$ cat src/rtl/alu_issue_if.sv
// Issue-stage bundle interface: upstream decode fields in, registered ALU bundle out.
// valid/ready: a transfer happens on a clock edge where valid and ready are both 1; valid never waits on ready, and payload holds while valid=1 and ready=0.
interface alu_issue_if #(
  parameter int DATA_WIDTH    = 32,
  parameter int OPCODE_LENGTH = 4,
  parameter int TAG_WIDTH     = 5
);
  logic                     in_valid;
  logic                     in_ready;
  logic [1:0]               ALUOp;
  logic [2:0]               Funct3;
  logic [6:0]               Funct7;
  logic [DATA_WIDTH-1:0]    in_srca;
  logic [DATA_WIDTH-1:0]    in_srcb;
  logic [TAG_WIDTH-1:0]     in_tag;
  logic                     out_valid;
  logic                     out_ready;
  logic [OPCODE_LENGTH-1:0] Operation;
  logic [DATA_WIDTH-1:0]    SrcA;
  logic [DATA_WIDTH-1:0]    SrcB;
  logic [TAG_WIDTH-1:0]     out_tag;
  logic                     illegal;
  logic                     trap;

  modport master (
    output in_valid, ALUOp, Funct3, Funct7, in_srca, in_srcb, in_tag, out_ready,
    input  in_ready, out_valid, Operation, SrcA, SrcB, out_tag, illegal, trap
  );

  modport slave (
    input  in_valid, ALUOp, Funct3, Funct7, in_srca, in_srcb, in_tag, out_ready,
    output in_ready, out_valid, Operation, SrcA, SrcB, out_tag, illegal, trap
  );
endinterface

$ cat src/rtl/alu_issue_stage.sv
// ALU issue stage: decodes ALUOp/Funct3/Funct7, registers operands, 2-entry skid buffer.
// Optional ALU_ISSUE_ILLEGAL_TRAP_EN: swallow illegal bundles and raise a sticky trap.
module alu_issue_stage #(
  parameter int DATA_WIDTH    = 32,
  parameter int OPCODE_LENGTH = 4,
  parameter int TAG_WIDTH     = 5
) (
  input  logic       clk,
  input  logic       reset,
  input  logic       flush,
  alu_issue_if.slave bus,
  output logic [1:0] skid_state
);

  localparam logic [1:0] EMPTY = 2'd0;
  localparam logic [1:0] ONE   = 2'd1;
  localparam logic [1:0] FULL  = 2'd2;

  localparam logic [3:0] OP_ILLEGAL = 4'b1111;

  typedef struct packed {
    logic [OPCODE_LENGTH-1:0] op;
    logic [DATA_WIDTH-1:0]    a;
    logic [DATA_WIDTH-1:0]    b;
    logic [TAG_WIDTH-1:0]     tag;
    logic                     ill;
  } entry_t;

  logic [1:0] state;
  logic       rdy;
  entry_t     out_q;
  entry_t     skid_q;
  entry_t     in_entry;
  logic [3:0] dec_op;
  logic       dec_ill;
  logic       drop;
  logic       push;
  logic       pop;
  logic       out_valid;

  always_comb begin
    dec_op  = OP_ILLEGAL;
    dec_ill = 1'b1;
    case (bus.ALUOp)
      2'b00: begin
        dec_op  = 4'b0010;
        dec_ill = 1'b0;
      end
      2'b01: begin
        dec_ill = 1'b0;
        case (bus.Funct3)
          3'b000, 3'b001: dec_op = 4'b1000;
          3'b100, 3'b101: dec_op = 4'b1001;
          3'b110, 3'b111: dec_op = 4'b1010;
          default: begin
            dec_op  = OP_ILLEGAL;
            dec_ill = 1'b1;
          end
        endcase
      end
      2'b10: begin
        if (bus.Funct7 == 7'b0000000) begin
          dec_ill = 1'b0;
          case (bus.Funct3)
            3'b000:  dec_op = 4'b0010;
            3'b001:  dec_op = 4'b0101;
            3'b010:  dec_op = 4'b1001;
            3'b011:  dec_op = 4'b1010;
            3'b100:  dec_op = 4'b0100;
            3'b101:  dec_op = 4'b0110;
            3'b110:  dec_op = 4'b0011;
            default: dec_op = 4'b0000;
          endcase
        end else if (bus.Funct7 == 7'b0100000) begin
          // Only SUB and SRA have an alternate funct7 encoding
          if (bus.Funct3 == 3'b000) begin
            dec_op  = 4'b0001;
            dec_ill = 1'b0;
          end else if (bus.Funct3 == 3'b101) begin
            dec_op  = 4'b0111;
            dec_ill = 1'b0;
          end
        end
      end
      default: begin
        dec_ill = 1'b0;
        case (bus.Funct3)
          3'b000: dec_op = 4'b0010;
          3'b010: dec_op = 4'b1001;
          3'b011: dec_op = 4'b1010;
          3'b100: dec_op = 4'b0100;
          3'b110: dec_op = 4'b0011;
          3'b111: dec_op = 4'b0000;
          3'b001: begin
            if (bus.Funct7 == 7'b0000000) dec_op = 4'b0101;
            else dec_ill = 1'b1;
          end
          default: begin
            if (bus.Funct7 == 7'b0000000) dec_op = 4'b0110;
            else if (bus.Funct7 == 7'b0100000) dec_op = 4'b0111;
            else dec_ill = 1'b1;
          end
        endcase
      end
    endcase
  end

  always_comb begin
    in_entry.op  = dec_op;
    in_entry.a   = bus.in_srca;
    in_entry.b   = bus.in_srcb;
    in_entry.tag = bus.in_tag;
    in_entry.ill = dec_ill;
  end

`ifdef ALU_ISSUE_ILLEGAL_TRAP_EN
  assign drop = dec_ill;
`else
  assign drop = 1'b0;
`endif

  assign out_valid = (state != EMPTY);
  assign push      = bus.in_valid & rdy & ~drop;
  assign pop       = out_valid & bus.out_ready;

  always_ff @(posedge clk) begin
    if (!reset) begin
      state  <= EMPTY;
      rdy    <= 1'b1;
      out_q  <= '0;
      skid_q <= '0;
    end else if (flush) begin
      state <= EMPTY;
      rdy   <= 1'b1;
    end else begin
      case (state)
        EMPTY: begin
          if (push) begin
            out_q <= in_entry;
            state <= ONE;
          end
        end
        ONE: begin
          if (push && pop) begin
            out_q <= in_entry;
          end else if (push) begin
            skid_q <= in_entry;
            state  <= FULL;
            rdy    <= 1'b0;
          end else if (pop) begin
            state <= EMPTY;
          end
        end
        FULL: begin
          if (pop) begin
            out_q <= skid_q;
            state <= ONE;
            rdy   <= 1'b1;
          end
        end
        default: begin
          state <= EMPTY;
          rdy   <= 1'b1;
        end
      endcase
    end
  end

`ifdef ALU_ISSUE_ILLEGAL_TRAP_EN
  logic trap_q;
  always_ff @(posedge clk) begin
    if (!reset) trap_q <= 1'b0;
    else if (flush) trap_q <= 1'b0;
    else if (bus.in_valid && rdy && dec_ill) trap_q <= 1'b1;
  end
  assign bus.trap    = trap_q;
  assign bus.illegal = 1'b0;
`else
  assign bus.trap    = 1'b0;
  assign bus.illegal = out_q.ill;
`endif

  assign bus.in_ready  = rdy;
  assign bus.out_valid = out_valid;
  assign bus.Operation = out_q.op;
  assign bus.SrcA      = out_q.a;
  assign bus.SrcB      = out_q.b;
  assign bus.out_tag   = out_q.tag;
  assign skid_state    = state;

endmodule

$ cat src/flat_wrapper.sv
// flat-port wrapper written by rule: the top's interface ports become plain ports
module alu_issue_stage_flat 
#(
  parameter int DATA_WIDTH    = 32,
  parameter int OPCODE_LENGTH = 4,
  parameter int TAG_WIDTH     = 5
)
  (clk, reset, flush, skid_state, bus_in_valid, bus_ALUOp, bus_Funct3, bus_Funct7, bus_in_srca, bus_in_srcb, bus_in_tag, bus_out_ready, bus_in_ready, bus_out_valid, bus_Operation, bus_SrcA, bus_SrcB, bus_out_tag, bus_illegal, bus_trap);
  alu_issue_if #(.DATA_WIDTH(DATA_WIDTH), .OPCODE_LENGTH(OPCODE_LENGTH), .TAG_WIDTH(TAG_WIDTH)) bus_i ();
  input  logic clk;
  input  logic reset;
  input  logic flush;
  output logic [1:0] skid_state;
  input wire logic [$bits(bus_i.in_valid)-1:0] bus_in_valid;
  input wire logic [$bits(bus_i.ALUOp)-1:0] bus_ALUOp;
  input wire logic [$bits(bus_i.Funct3)-1:0] bus_Funct3;
  input wire logic [$bits(bus_i.Funct7)-1:0] bus_Funct7;
  input wire logic [$bits(bus_i.in_srca)-1:0] bus_in_srca;
  input wire logic [$bits(bus_i.in_srcb)-1:0] bus_in_srcb;
  input wire logic [$bits(bus_i.in_tag)-1:0] bus_in_tag;
  input wire logic [$bits(bus_i.out_ready)-1:0] bus_out_ready;
  output wire logic [$bits(bus_i.in_ready)-1:0] bus_in_ready;
  output wire logic [$bits(bus_i.out_valid)-1:0] bus_out_valid;
  output wire logic [$bits(bus_i.Operation)-1:0] bus_Operation;
  output wire logic [$bits(bus_i.SrcA)-1:0] bus_SrcA;
  output wire logic [$bits(bus_i.SrcB)-1:0] bus_SrcB;
  output wire logic [$bits(bus_i.out_tag)-1:0] bus_out_tag;
  output wire logic [$bits(bus_i.illegal)-1:0] bus_illegal;
  output wire logic [$bits(bus_i.trap)-1:0] bus_trap;
  assign bus_i.in_valid = bus_in_valid;
  assign bus_i.ALUOp = bus_ALUOp;
  assign bus_i.Funct3 = bus_Funct3;
  assign bus_i.Funct7 = bus_Funct7;
  assign bus_i.in_srca = bus_in_srca;
  assign bus_i.in_srcb = bus_in_srcb;
  assign bus_i.in_tag = bus_in_tag;
  assign bus_i.out_ready = bus_out_ready;
  assign bus_in_ready = bus_i.in_ready;
  assign bus_out_valid = bus_i.out_valid;
  assign bus_Operation = bus_i.Operation;
  assign bus_SrcA = bus_i.SrcA;
  assign bus_SrcB = bus_i.SrcB;
  assign bus_out_tag = bus_i.out_tag;
  assign bus_illegal = bus_i.illegal;
  assign bus_trap = bus_i.trap;
  alu_issue_stage #(.DATA_WIDTH(DATA_WIDTH), .OPCODE_LENGTH(OPCODE_LENGTH), .TAG_WIDTH(TAG_WIDTH)) u_core (.clk(clk), .reset(reset), .flush(flush), .bus(bus_i), .skid_state(skid_state));
endmodule
$ cat config.mk
export PLATFORM = sky130hd
export DESIGN_NAME = alu_issue_stage_flat
export DESIGN_NICKNAME = d
export VERILOG_FILES = /design/src/rtl/alu_issue_if.sv /design/src/rtl/alu_issue_stage.sv /design/src/flat_wrapper.sv
export SDC_FILE = /design/constraint.sdc
export NUM_CORES = 1
export LEC_CHECK = 0
export CAP_MARGIN = 15
export CORE_MARGIN = 1
export CORE_UTILIZATION = 45
export DETAILED_ROUTE_END_ITERATION = 6
export PLACE_DENSITY_LB_ADDON = 0.05
export SETUP_SLACK_MARGIN = 0.5
export SYNTH_ARGS = -nofsm -noshare
export SYNTH_HDL_FRONTEND = slang
export SYNTH_SLANG_ARGS = --single-unit
$ cat constraint.sdc
create_clock -name clk -period 1.7 [get_ports clk]
set_input_delay 0.34 -clock clk [delete_from_list [all_inputs] [get_ports clk]]
set_output_delay 0.34 -clock clk [all_outputs]
set_load 0.005 [all_outputs]
# After elaboration in Yosys (flattened, before gate mapping)
# Index checks and enable logic that the tools add are counted.
# totals
input_bits,86
elab_cells,88
ff_bits,151
out_inout_bits,79
# op_classes
reduce_logical,17
n_bitwise,6
muxes,35
eq_ne,18
# op_table
operator,n
2-to-1 mux 74 bit,3
one-hot mux 74 bit (3 select lines),1
one-hot mux 4 bit (7 select lines),2
2-to-1 mux 4 bit,7
"equality test 3 bit, second input constant",4
one-hot mux 4 bit (3 select lines),1
AND reduction 4 bit,3
OR reduction 6 bit,2
2-to-1 mux 1 bit,11
2-to-1 mux 2 bit,5
one-hot mux 3 bit (3 select lines),1
"!= test 2 x 1 -> 1 bit, second input constant",4
OR reduction 2 bit,4
"equality test 7 x 6 -> 1 bit, second input constant",1
zero test 7 bit,1
"equality test 3 x 2 -> 1 bit, second input constant",2
one-hot mux 1 bit (3 select lines),2
one-hot mux 2 bit (3 select lines),1
AND reduction 5 bit,1
"equality test 2 x 1 -> 1 bit, second input constant",2
"equality test 2 bit, second input constant",2
zero test 2 bit,2
NOT 1 bit,4
"equality test 3 x 1 -> 1 bit, second input constant",1
8 further kinds,9

# Logic depth before layout (Yosys ltp)
# depth
ltp_word,8
ltp_mapped,8
depth_no_buf,7

# Worst setup path after synthesis
# OpenSTA, ideal clock, no wires.
# synth_path
path_kind,input to register
startpoint,input bus_Funct3[2]
endpoint,register u_core.skid_q[71] (netlist name)
n_path_buf,1
required_time_ns,1.567
t_arrival_ns,1.593
path_stages,8
setup_time_ns,0.133
path_slack_ns,-0.026
path_cell_list,inv_1 > ha_1 > buf_4 > and3b_1 > nor3_1 > o22ai_1 > a311oi_1 > a21oi_1
# synth_via
elab_chain_cells,5
word_cells_on_any_way,18
cone_classes,7 x eq/ne; 7 x mux; 4 x reduce/logical
# synth_rtl
element,line_no,text
from (decl),flat_wrapper.sv:16,input wire logic [$bits(bus_i.Funct3)-1:0] bus_Funct3;
"parallel branches: the longest is 4 deep, another holds one-hot mux 4 bit (7 select lines)",-,
one-hot mux 4 bit (3 select lines) *,alu_issue_stage.sv:44,case (bus.ALUOp)
to (signal assigned),alu_issue_stage.sv:147,skid_q <= in_entry;
to (decl),alu_issue_stage.sv:32,entry_t skid_q;
# Mark *: on every way between the ends.
# A chain may end at the register's enable or synchronous reset.

# Final worst setup path
# layout_path
startpoint,"register u_core.state[1], in the netlist u_core.skid_state[1]"
endpoint,register u_core.out_q (netlist bit u_core.bus.SrcB[11])
# layout_via
elab_chain_cells,5
word_cells_on_any_way,12
cone_classes,5 x eq/ne; 1 x mux; 1 x bitwise; 5 x reduce/logical
# layout_rtl
element,line_no,text
from (decl),alu_issue_stage.sv:29,logic [1:0] state;
from (signal assigned),alu_issue_stage.sv:128,state <= EMPTY;
from (signal assigned),alu_issue_stage.sv:133,state <= EMPTY;
from (signal assigned),alu_issue_stage.sv:140,state <= ONE;
nonzero test 2 bit,alu_issue_stage.sv:122,assign out_valid = (state != EMPTY);
AND 1 bit,alu_issue_stage.sv:124,assign pop = out_valid & bus.out_ready;
logical AND 1 bit,alu_issue_stage.sv:144,if (push && pop) begin
!= test 2 x 1 -> 1 bit (no source line),-,
AND reduction 5 bit (no source line),-,
to (signal assigned),alu_issue_stage.sv:139,out_q <= in_entry;
to (signal assigned),alu_issue_stage.sv:145,out_q <= in_entry;
to (signal assigned),alu_issue_stage.sv:156,out_q <= skid_q;
to (decl),alu_issue_stage.sv:31,entry_t out_q;
# Parallel ways exist; a longest one is shown, timed or not.

==> run_results.csv <==
group,metric,value,unit
clocking,cts.sinks,151,
hold_path,min_from,"bus_out_ready",
run_status,status,"finished with violations",
pwr,leakagePower,0.004939,µW
critical_path,worst-path-max-fanout,8,
timing,slew_viol_final,0,
clocking,h-tree-depth,4,
timing,period_share,0.9547,
clocking,cts.clk_slew.worst_paths,0.07,ns
clocking,cts_tree,"built",
critical_path,critPathCaptureType,"register",
routing,top_layer_used,"met4",
layout,fin_nets,1128,
routing,routed_wl,21600,µm
layout,fill_cells,975,
routing,drc,13,
synthesis,async_reset_ff_frac,0,
pwr,ir_worst_vdd,0.8589,mV
timing,grt_setup_unrepaired,"yes",
clocking,cts_buffers,17,
routing,wl_per_cell,17.47,µm
synthesis,synth_edf_count,0,
routing,drtPass1Iterations,7,
critical_path,worst-endpoint-arrival,1.97,ns
synthesis,postSynthAreaPerCell,9.144,µm²
synthesis,synth_common_cells,"151 x dfxtp_1, 149 x nand2_1, 76 x nor2_1",
critical_path,path_common_cell,"buf_12",
routing,vias_per_cell,5.366,
routing,met2_wirelength,10870,µm
critical_path,startpoint,"u_core.skid_state[1]$_SDFFE_PP0P_",
place,portBuffers,163,
routing,ant_nets,0,
floorplan,rows,44,
routing,drt-initial-drc-count,394,
place,gp_congestion,0.8453,
timing,skew,0.009067,ns
layout,fin_cells,1236,
critical_path,crit_slowest_cell,"dfxtp_4",
layout,syn_to_final_growth,65.97,%
synthesis,synth_seq_cells,151,
synthesis,yosysTopAreaCellShare,0.4414,
synthesis,syn_area,6849,µm²
routing,met1_length,9104,µm
layout,layout-drive-gt1-share,0.4967,
run_status,violations,"DRC",
synthesis,synthFlopType,"dfxtp_1",
synthesis,postSynthCellCount,749,
timing,setup_viol,0,
floorplan,coreArea,14700,µm²
clocking,clockBufferDepth,2,
clocking,hold_buffers,0,
clocking,clkLatencyLatePin,0.43,ns
hold_path,hp-class,"in2reg",
global_route,antenna_found_initial,1,
critical_path,timing.rr.start,"u_core.skid_state[1]$_SDFFE_PP0P_",
floorplan,dieWidth,125.4,µm
timing,setup_tns,0,ns
synthesis,synthDistinctLibCells,67,
global_route,first_global_vias,6465,
global_route,grt_pass1_wl,32110,µm
floorplan,die_h,125.4,µm
timing,fin_crit,1.623,ns
clocking,cts-root-buf,"clkbuf_16",
timing,hold_viol,0,
synthesis,ys_warn_count,0,
critical_path,crit_chain,"and4bb_2, o2bb2ai_4, buf_8, buf_12, buf_12, nor2_4, a211oi_2",
timing,clock.fmax,616.1,MHz
critical_path,cp.required,2.05,ns
critical_path,cp_top_family,"buffers and inverters",
synthesis,yosysTopAreaCell,"dfxtp_1",
floorplan,dieArea,15720,µm²
global_route,grt_max_degree,36,
routing,num_vias,6632,
place,dp.cells,1098,
floorplan,start_util,0.4660,
global_route,grt.overflow.total,0,
critical_path,max_stage_delay,0.36,ns
synthesis,synth_area_leaders,"dfxtp_1 44%, mux2i_1 10%, a211oi_2 9.3%, nand2_1 8.2%, a21oi_1 5.5%",
critical_path,cp_num_buf_inv,3,
floorplan,io_pins,165,
synthesis,synth_nets,839,
synthesis,yosysMostFrequentCell,"dfxtp_1",
run,drv_cap,0,
pwr,p_per_area,809.8,nW/µm²
place,hpwl,12530,µm
critical_path,path_class,"reg2reg",
global_route,gr-usage-all-layers,0.2571,
critical_path,start_kind,"register",
synthesis,ys_seq_area_frac,0.4414,
routing,wl_met3,1227,µm
[sequential cells by signal, indices dropped and copies added, names as in the netlist]
signal	flops
u_core.skid_q	74
u_core.bus.SrcA	32
u_core.bus.SrcB	32
u_core.bus.out_tag	5
u_core.bus.Operation	4
u_core.skid_state	2
u_core.bus.illegal	1
u_core.bus.in_ready	1
[per-layer routing]
metal | vias up | track usage
li1 | 3198 | -
met5 | - | 0
met1 | 3221 | 0.2999
met4 | 0 | 0.08895
met2 | 184 | 0.4545
met3 | 29 | 0.06761
[logic make-up after synthesis]
| family | Yosys count | share of synthesized area |
|---|---|---|
| other | 1 | 0.0005475 |
| buffers and inverters | 72 | 0.06412 |
| XOR/XNOR | 3 | 0.003837 |
| flip-flops | 151 | 0.4414 |
| adder cells (fa/ha/maj) | 4 | 0.007308 |
| AO/OA/AOI/OAI | 190 | 0.2216 |
| AND/OR/NAND/NOR | 259 | 0.1604 |
| multiplexers | 69 | 0.1008 |
[timing repair]
item                                    CTS  global route
gates cloned                              6             9
gates resized for setup                 460            53
pin swaps                                13            16
setup buffers                            63            27
endpoints found under the setup margin  229           229
[worst paths after layout]
path	to	slack, ns	cells after the start
worst min-delay path	u_core.skid_state[1]$_SDFFE_PP0P_	0.29	2
worst min register to register	u_core.skid_q[8]$_SDFFE_PN0P_	0.45	2
worst max-delay path	u_core.bus.SrcB[11]$_SDFFE_PN0P_	0.08	7
worst max register to register	u_core.bus.SrcB[11]$_SDFFE_PN0P_	0.08	7
[final cells by class]
| class | instances | area [µm²] | share of cell area |
|---|---|---|---|
| Multi-Input combinational cell | 526 | 3945 | 0.3471 |
| Timing Repair Buffer | 333 | 3423 | 0.3012 |
| Sequential cell | 151 | 3129 | 0.2753 |
| Clock buffer | 20 | 456.7 | 0.04018 |
| Tap cell | 184 | 230.2 | 0.02025 |
| Clock inverter | 12 | 118.9 | 0.01046 |
| Inverter | 9 | 61.31 | 0.005393 |
| Antenna cell | 1 | 2.502 | 0.0002201 |
[worst register-to-register path, cell delays in order (launching register included)]
cell and delay (ns):
dfxtp_4 0.36, and4bb_2 0.34, o2bb2ai_4 0.16, buf_8 0.16
buf_12 0.16, buf_12 0.16, nor2_4 0.04, a211oi_2 0.15
[through the flow]
| stage | area, µm² | setup WS [ns] | total power, µW | hold WS [ns] | utilization |
|---|---|---|---|---|---|
| after global placement | 9475 | -0.4907 | 5214 | 0.4407 | 0.6446 |
| after global routing | 11370 | 0.01968 | 9537 | 0.2864 | 0.7733 |
| final | 11370 | 0.07695 | 9205 | 0.2937 | 0.7733 |
| after floorplan | 7423 | 0.1895 | 4548 | 0.4118 | - |
| after CTS | 10710 | 0.1171 | 9064 | 0.3355 | 0.7289 |
| after detailed placement | 9475 | -0.5440 | 5248 | 0.4460 | 0.6446 |
[placed cells by master (no fill, tap or decap), drive strengths merged, types with 4 or more instances in the layout]
cell / synthesis / routed
nor3: 5 / 5
nand2: 149 / 149
clkbuf: 19 / 27
mux2i: 69 / 69
clkinvlp: 0 / 6
ha: 4 / 4
a211oi: 71 / 71
dlygate4sd2: 0 / 7
o22ai: 4 / 4
nor2: 77 / 77
dfxtp: 151 / 151
clkdlybuf4s50: 0 / 75
buf: 44 / 240
o21ai: 10 / 10
a21oi: 75 / 75
a31oi: 4 / 4
inv: 9 / 12
[where the power goes]
group          internal, µW  switching [µW]  total (µW)
combinational           974             747        1720
sequential             3700            90.9        3790
clock                  2110            1580        3690
total                  6790            2420        9210
Note: power is estimated with default switching activity, not from simulation.
